**src/rtl/fsm_trace_sequencer.sv**
```systemverilog
// Table-driven stimulus sequencer for benchmark FSMs: resets the DUT, plays one input
// vector per two-cycle step and checks the Mealy outputs against stored expectations.
module fsm_trace_sequencer #(
    parameter int DEPTH        = 32,
    parameter int XW           = 5,
    parameter int YW           = 25,
    parameter int RST_CYC      = 2,
    parameter bit STOP_ON_FAIL = 1'b1
) (
    input  logic                       clk,
    input  logic                       rst,
    input  logic                       cfg_we,
    input  logic [$clog2(DEPTH)-1:0]   cfg_addr,
    input  logic [XW-1:0]              cfg_x,
    input  logic [YW-1:0]              cfg_y,
    input  logic [$clog2(DEPTH):0]     cfg_len,
    input  logic                       start,
    output logic                       busy,
    output logic                       done,
    output logic                       pass,
    output logic                       dut_rst,
    output logic [XW-1:0]              dut_x,
    output logic                       dut_adv,
    input  logic [YW-1:0]              dut_y,
    output logic [$clog2(DEPTH)-1:0]   fail_step,
    output logic [YW-1:0]              fail_mask,
    output logic [$clog2(DEPTH):0]     mismatch_cnt
);

    localparam int AW = $clog2(DEPTH);
    localparam int CW = $clog2(RST_CYC) + 1;

    typedef enum logic [2:0] {IDLE, DRST, DRIVE, CHECK, DONE} state_t;

    state_t              state;
    logic [XW+YW-1:0]    tbl [DEPTH];
    logic [AW:0]         len;
    logic [AW-1:0]       k;
    logic [CW-1:0]       rst_cnt;

    logic [AW-1:0]       k_next;
    logic [XW-1:0]       x_first;
    logic [XW-1:0]       x_next;
    logic [YW-1:0]       y_exp;
    logic                mism;
    logic                last_step;
    logic [AW:0]         cnt_next;

    always_comb begin
        k_next    = k + 1'b1;
        x_first   = tbl[0][XW+YW-1:YW];
        x_next    = tbl[k_next][XW+YW-1:YW];
        y_exp     = tbl[k][YW-1:0];
        mism      = (dut_y != y_exp);
        cnt_next  = mismatch_cnt + (AW+1)'(mism);
        last_step = ({1'b0, k} == (len - 1'b1));
    end

    // The table is only writable while no run is reading it.
    always_ff @(posedge clk) begin
        if (cfg_we && (state == IDLE || state == DONE)) begin
            tbl[cfg_addr] <= {cfg_x, cfg_y};
        end
    end

    always_ff @(posedge clk or negedge rst) begin
        if (!rst) begin
            state        <= IDLE;
            busy         <= 1'b0;
            done         <= 1'b0;
            pass         <= 1'b0;
            dut_adv      <= 1'b0;
            dut_rst      <= 1'b1;
            dut_x        <= '0;
            fail_step    <= '0;
            fail_mask    <= '0;
            mismatch_cnt <= '0;
            len          <= '0;
            k            <= '0;
            rst_cnt      <= '0;
        end else begin
            dut_adv <= 1'b0;
            case (state)
                IDLE, DONE: begin
                    if (start) begin
                        len          <= cfg_len;
                        k            <= '0;
                        mismatch_cnt <= '0;
                        fail_step    <= '0;
                        fail_mask    <= '0;
                        rst_cnt      <= '0;
                        busy         <= 1'b1;
                        done         <= 1'b0;
                        pass         <= 1'b0;
                        dut_rst      <= 1'b1;
                        state        <= DRST;
                    end
                end
                DRST: begin
                    if (rst_cnt == CW'(RST_CYC - 1)) begin
                        dut_rst <= 1'b0;
                        if (len == '0) begin
                            busy  <= 1'b0;
                            done  <= 1'b1;
                            pass  <= 1'b1;
                            state <= DONE;
                        end else begin
                            dut_x <= x_first;
                            state <= DRIVE;
                        end
                    end else begin
                        rst_cnt <= rst_cnt + 1'b1;
                    end
                end
                DRIVE: begin
                    dut_adv <= 1'b1;
                    state   <= CHECK;
                end
                CHECK: begin
                    // Only the first mismatch of a run is recorded in detail.
                    if (mism) begin
                        mismatch_cnt <= cnt_next;
                        if (mismatch_cnt == '0) begin
                            fail_step <= k;
                            fail_mask <= dut_y ^ y_exp;
                        end
                    end
                    if (last_step || (mism && STOP_ON_FAIL)) begin
                        busy  <= 1'b0;
                        done  <= 1'b1;
                        pass  <= (cnt_next == '0);
                        state <= DONE;
                    end else begin
                        k     <= k_next;
                        dut_x <= x_next;
                        state <= DRIVE;
                    end
                end
                default: state <= IDLE;
            endcase
        end
    end

endmodule

```
**config.mk**
```make
export PLATFORM = sky130hd
export DESIGN_NAME = fsm_trace_sequencer
export DESIGN_NICKNAME = d
export VERILOG_FILES = /design/src/rtl/fsm_trace_sequencer.sv
export SDC_FILE = /design/constraint.sdc
export NUM_CORES = 1
export LEC_CHECK = 0
export ABC_AREA = 1
export CAP_MARGIN = 20
export CORE_MARGIN = 2
export CORE_UTILIZATION = 35
export DETAILED_ROUTE_END_ITERATION = 8
export PLACE_DENSITY = 0.56
export SLEW_MARGIN = 0
export SYNTH_ARGS = -nofsm -noshare
export SYNTH_HDL_FRONTEND = slang
export SYNTH_SLANG_ARGS = --single-unit
```
**constraint.sdc**
```tcl
create_clock -name clk -period 8.6 [get_ports clk]
set_input_delay 1.72 -clock clk [delete_from_list [all_inputs] [get_ports clk]]
set_output_delay 1.72 -clock clk [all_outputs]
set_load 0.01 [all_outputs]
```
==> flow_metrics.tcl, run 1 <==
set metrics [dict create \
    rr_worst_depth 20 \
    mappedNetlistNets 3618 \
    post_synthesis_share_of_cell_area_spent_on_xor_and_xnor_gates_pct 0.2717 \
    synth_top_area_share_pct 68.80 \
    slew_at_the_pin_closest_to_its_max_slew_limit_ns 1.081 \
    clock-skew-final_ns 0.02691 \
    synth_top_family_by_area "simple AND/OR/NAND/NOR gates" \
    synthDistinctLibCells 42 \
    per_instance_average_area_after_synthesis_um2 11.83 \
    drc_violation_count_after_routing 0 \
    critical_path_arrival_ns 5.95 \
    synth_flop_cell "sky130_fd_sc_hd__edfxtp_1" \
    cts_post_setup_buffers_inserted 0 \
    synth-edff-count 960 \
    postLayoutSetupSlackWorst_ns 3.258 \
    netlist_top_cells_count "1243 x sky130_fd_sc_hd__nand2_1, 960 x sky130_fd_sc_hd__edfxtp_1, 558 x sky130_fd_sc_hd__nand3_1" \
    regToRegStartpoint "k[0]" \
    crit_path_frequent_cell "sky130_fd_sc_hd__nand3_1" \
    standard_cell_area_after_detailed_placement_um2 44820 \
    port_buffers 115 \
    syn_to_final_growth_pct 16.01 \
    yosys-top-cells-area "sky130_fd_sc_hd__edfxtp_1 69%, sky130_fd_sc_hd__nand2_1 11%, sky130_fd_sc_hd__nand3_1 6.7%" \
    final.setup.tns_ns 0 \
    netlist_area_um2 41900 \
    final_antenna_net_count 0 \
    most_crowded_layer_gr "met2" \
    cts_inserted_buffers 107 \
    worst_setup_hold_path_clk_slew_ns 0.06 \
    clk-insertion-delay-late_ns 0.69 \
    floorplan.die_area_um2 122500 \
    min_to "done" \
    run_status "completed" \
    whs_path_depth 2 \
    setup-violations-final 0 \
    floorplan.io_pins 116 \
    holdCritStartpoint "done" \
    finish.utilization_pct 41.05 \
    layout_worst_path_cycle_share_pct 62.11 \
    final-max-slew-violation-count 0 \
    htree_levels 3 \
    ys_seq_elements 1022 \
    floorplan.rows 126 \
    globalRouteMet3Util_pct 3.891 \
    routedWlPerCell_um 24.41 \
    maximum_clock_insertion_buffer_count 3 \
    worstReg2RegEnd "pass" \
    pin_count_of_the_biggest_net_entering_global_routing 169 \
    sequential_element_share_of_the_synthesized_area_pct 72.51 \
    critical_path.cell_chain "inv_12 > buf_12 > nand2_1 > nand3_1 > nand3_1 > nand3_1 > nand3_1 > nand3_1 > nand2_1 > nor2_1 > nand3_1 > nor2_2 > nand2_2 > ha_1 > ha_1 > xnor2_1 > nand4_1 > o41ai_1 > nand3_1 > nand2_1" \
    fmax_mhz 187.2 \
    synth_compound_gate_area_share_pct 3.503 \
    mux_share_of_post_synthesis_cell_area_pct 1.009 \
    period_minus_ws_final_ns 5.342 \
    hpwlAfterDp_mm 65.04 \
    share_of_synthesized_registers_carrying_an_async_set_or_reset_pct 6.067 \
    clock_sink_count 1022 \
    global_route.usage.met1_pct 30.02 \
    fp.coreArea_um2 118400 \
    place_worst_setup_slack_ns 3.375 \
    cts.repair.resized 0 \
    fin_area_um2 48610 \
    critPathCaptureType "register" \
    vdd.ir_drop.worst_uv 141.9 \
    hold_path.class "register to register" \
    cts_tree "done" \
    gr-usage-met2_pct 32.27 \
    worst_path_dominant_cell_family "simple AND/OR/NAND/NOR gates" \
    synth_area_leader_cell "sky130_fd_sc_hd__edfxtp_1" \
    globalplace.congestion 0.7838 \
    power.density_nw_per_um2 227.7 \
    die_y_um 350 \
    viasPerCell 5.272 \
    first_iter_violations 3653 \
    die_w_um 350 \
    timing.critical_path.required_ns 9.21 \
    p_leak_nw 17.35 \
    vias_in_the_first_global_route 26271 \
    crit_path_max_fanout 161 \
    layout.nets 3710 \
    cp_num_cells 20 \
    dr.pass1.iters 6 \
    total_buffers_and_inverters_traversed_by_the_critical_path 2 \
    critical_path.slowest_cell "sky130_fd_sc_hd__dfrtp_4" \
    grtUsageTotal_pct 21.05 \
    wire_length_of_the_first_global_routing_pass_mm 186.2 \
    max_stage_delay_ns 0.75 \
    start_kind "register" \
    start_to_end_type_of_the_worst_setup_path "register to register" \
    setup_repair_after_global_routing_missed_its_margin "no" \
    holdBufCountCts 0 \
    antenna_found_initial 6 \
    ys.warnings.count 0 \
    drt-total-wl_mm 130.1 \
    drive_above_1_share_pct 7.833 \
    rrSetupSlack_ns 3.26 \
    max-slew-margin-rel_pct 27.72 \
    root_buffer "sky130_fd_sc_hd__clkbuf_16" \
    synth-adder-area-share_pct 0.1493 \
    grt_overflow_total 0 \
    drv.max_cap_violation_count 0 \
    synth_most_common_cell "sky130_fd_sc_hd__nand2_1" \
    synth_simple_gate_area_share_pct 19.57 \
    timing.final.hold_violations 0 \
    via_count 28110 \
    start_util_pct 35.39 \
    synthesis.instances 3543 \
]
-- cell usage in the layout (no fill, tap or decap), drive strengths merged, types with 5 or more instances in the layout --
master / instances
nand2: 1248
edfxtp: 960
nand3: 558
clkbuf: 157
nor2: 134
a21oi: 122
clkdlybuf4s50: 114
buf: 69
dfrtp: 61
o21ai: 52
inv: 45
mux2i: 40
o221ai: 40
clkinv: 37
nand3b: 16
a21boi: 13
o211ai: 13
xor2: 10
bufinv: 6
clkinvlp: 5
ha: 5
-- per-stage QoR --
stage               hold WS (ns)  instances  power (mW)
floorplan                 0.4516       3543       6.104
global placement          0.4629       5112       6.553
detailed placement        0.4660       5114       6.561
CTS                       0.4805       5316       11.10
global route              0.4947       5330       11.40
finish                    0.4762       5332       11.07
-- state kept, by name, summed over array words and instances (netlist names) --
register	cells
dut_adv	1
fail_step	5
mismatch_cnt	6
dut_rst	1
busy	1
rst_cnt	2
fail_mask	25
k	5
done	1
len	6
pass	1
tbl	960
state	3
dut_x	5
-- worst max path at each step --
stage           endpoint  slack [ns]   start
3_3_place_gp        pass        3.50    k[0]
5_1_grt             pass        2.95    k[0]
6_report            pass        3.26    k[0]
3_5_place_dp        pass        3.38    k[0]
2_1_floorplan  tbl[0][0]        4.72  cfg_we
4_1_cts             pass        3.36    k[0]
-- worst min-delay path, delay by kind of cell (launching register included) --
| family | cells | cell delay (ns) |
|---|---|---|
| simple gates | 2 | 0.11 |
| flops | 1 | 0.34 |
-- kinds of logic after synthesis --
family | Yosys count
muxes | 42
xor gates and xnor gates | 13
AOI/OAI and AO/OA | 247
buffers and inverters | 248
adders and majority gates | 5
and+or+nand+nor | 1966
DFF | 1022
-- final cells by class --
class,instances,area (µm²)
Antenna cell,4,10.01
Clock buffer,153,3054
Clock inverter,49,425.4
Fill cell,11023,69790
Inverter,44,183.9
Multi-Input combinational cell,2273,10520
Sequential cell,1022,30390
Tap cell,1600,2002
Timing Repair Buffer,187,2022
-- layer usage --
metal	vias to the layer above	wire length (µm)
met3	254	11450
met5	-	33
met2	1242	58540
met4	4	4369
met1	13921	55750
li1	12689	-
-- power breakdown --
part | switching [mW] | internal [mW]
Combinational | 0.554 | 0.276
Clock | 1.94 | 2.65
Sequential | 0.0774 | 5.58
(Power assumes the default switching activity.)
==> run 2, diff against run 1 <==
PLACE_DENSITY = 0.58   (was 0.56)
clock period = 4.8 ns   (was 8.6 ns; I/O delays follow)
==> flow_metrics.tcl, run 2 (synthesis gave the netlist of run 1 again) <==
set metrics [dict create \
    cts_tree "done" \
    port_buffers 115 \
    start_kind "register" \
    final-max-slew-violation-count 0 \
    drv.max_cap_violation_count 0 \
    number_of_flip_flops_in_the_largest_register 960 \
    setup-violations-final 0 \
    hpwlAfterDp_mm 71.84 \
    globalplace.congestion 0.7887 \
    clock_sink_count 1022 \
    dpl.cell_count 5148 \
    clk-insertion-delay-late_ns 0.70 \
    setup_repair_after_global_routing_missed_its_margin "no" \
    cts_post_setup_buffers_inserted 0 \
    crit_path_max_fanout 17 \
    timing.final.hold_violations 0 \
    floorplan.die_area_um2 122500 \
    clock-skew-final_ns 0.02885 \
    run_status "completed" \
    wire_length_of_the_first_global_routing_pass_mm 185.5 \
    grtUsageTotal_pct 20.89 \
    routedWlPerCell_um 24.08 \
    critPathCaptureType "register" \
    floorplan.rows 126 \
    dr.pass1.iters 6 \
    timing.critical_path.required_ns 5.41 \
    syn_to_final_growth_pct 17.46 \
    standard_cell_area_after_detailed_placement_um2 45440 \
    drt-total-wl_mm 129.1 \
    hold_path.class "input pin to asynchronous set/reset pin" \
    reg.largest.list "tbl (960), fail_mask (25)" \
    power.density_nw_per_um2 399.7 \
    first_iter_violations 3582 \
    die_w_um 350 \
    mostFrequentLayoutCells "1242 x sky130_fd_sc_hd__nand2_1, 960 x sky130_fd_sc_hd__edfxtp_1, 557 x sky130_fd_sc_hd__nand3_1" \
    rrSetupSlack_ns 0.36 \
    pin_count_of_the_biggest_net_entering_global_routing 120 \
    antenna_found_initial 6 \
    critical_path_arrival_ns 5.05 \
    fin_area_um2 49220 \
    start_to_end_type_of_the_worst_setup_path "register to register" \
    die_y_um 350 \
    regToRegStartpoint "k[1]" \
    holdBufCountCts 0 \
    layout.nets 3745 \
    top_register_by_number_of_flip_flops "tbl" \
    vias_in_the_first_global_route 26311 \
    slew_at_the_pin_closest_to_its_max_slew_limit_ns 1.058 \
    drc_violation_count_after_routing 0 \
    start_util_pct 35.39 \
    p_leak_nw 17.59 \
    maximum_clock_insertion_buffer_count 3 \
    root_buffer "sky130_fd_sc_hd__clkbuf_16" \
    fp.coreArea_um2 118400 \
    power_mw 19.67 \
    cts_inserted_buffers 104 \
    final.setup.tns_ns 0 \
    layout_worst_path_cycle_share_pct 92.58 \
    via_count 28186 \
    period_minus_ws_final_ns 4.444 \
    cts.repair.resized 0 \
    final_antenna_net_count 0 \
    floorplan.io_pins 116 \
    final_cells 5360 \
    worst_setup_hold_path_clk_slew_ns 0.06 \
    final_common_cell "sky130_fd_sc_hd__nand2_1" \
    htree_levels 3 \
    max-slew-margin-rel_pct 29.25 \
    setup.worst_path.start "k[1]" \
    grt_overflow_total 0 \
    fmax_mhz 225.0 \
    drive_above_1_share_pct 8.522 \
    viasPerCell 5.259 \
    finish.utilization_pct 41.57 \
    vdd.ir_drop.worst_uv 271.8 \
]
==> run 2: cell count changes in the layout (fill, tap and decap cells not counted), sizes merged <==
cell,previous run,this run
buf,69,108
clkbuf,157,136
clkinv,37,42
bufinv,6,10
clkinvlp,5,4
diode,4,5
inv,45,46
==> run 2: layer usage <==
layer	part of all wire (%)	GRT usage, %	vias up
met1	43	29.59	14016
met3	8.4	3.646	189
met4	2.7	6.404	0
met2	46	32.76	1213
li1	-	-	12768
met5	0	0	-
==> run 2: critical path, cell delays in order, from the launching register on <==
cell and delay, ns:
sky130_fd_sc_hd__dfrtp_4 0.63, sky130_fd_sc_hd__nand2_2 0.13, sky130_fd_sc_hd__clkinv_2 0.33, sky130_fd_sc_hd__buf_4 0.35, sky130_fd_sc_hd__nand2_1 0.08, sky130_fd_sc_hd__nand3_1 0.07
sky130_fd_sc_hd__nand3_1 0.12, sky130_fd_sc_hd__nand3b_1 0.09, sky130_fd_sc_hd__nand2_1 0.35, sky130_fd_sc_hd__nand2_1 0.09, sky130_fd_sc_hd__nor2_1 0.28, sky130_fd_sc_hd__nand2_1 0.14
sky130_fd_sc_hd__nor2_2 0.17, sky130_fd_sc_hd__nand2_2 0.19, sky130_fd_sc_hd__ha_1 0.26, sky130_fd_sc_hd__ha_1 0.21, sky130_fd_sc_hd__xnor2_1 0.19, sky130_fd_sc_hd__nand4_1 0.13
sky130_fd_sc_hd__o41ai_1 0.33, sky130_fd_sc_hd__nand3_1 0.11, sky130_fd_sc_hd__nand2_1 0.08
==> run 2: stage by stage <==
step / hold slack [ns] / worst slack [ns]
floorplan: 0.4516 / 1.680
global placement: 0.4635 / 0.4457
detailed placement: 0.4732 / 0.4392
CTS: 0.4341 / 0.4219
global route: 0.4710 / 0.1258
finish: 0.4352 / 0.3560
==> run 2: final cells by class <==
type / instances / area [µm²]
fillers: 10952 / 69180
flip-flops and latches: 1022 / 30390
multi-input cells: 2273 / 10520
clock buffers: 133 / 2804
repair buffers: 225 / 2725
well taps: 1600 / 2002
clock inverters: 58 / 579.3
inverters: 44 / 183.9
diodes: 5 / 12.51
==> run 2: worst paths after layout <==
| kind | depth (start not counted) | end |
|---|---|---|
| worst max-delay path | 20 | pass |
| worst min-delay path | 1 | fail_mask[6] |
| worst max register to register | 20 | pass |
| worst min register to register | 2 | dut_rst |
| max in group asynchronous | 1 | k[0] |
| min in group clk | 2 | dut_rst |
==> run 2: power by group <==
| part | leakage (nW) | internal, mW | switching (mW) |
|---|---|---|---|
| registers | 9.45 | 9.99 | 0.129 |
| logic | 6.48 | 0.504 | 0.960 |
| clock network | 1.65 | 4.66 | 3.43 |
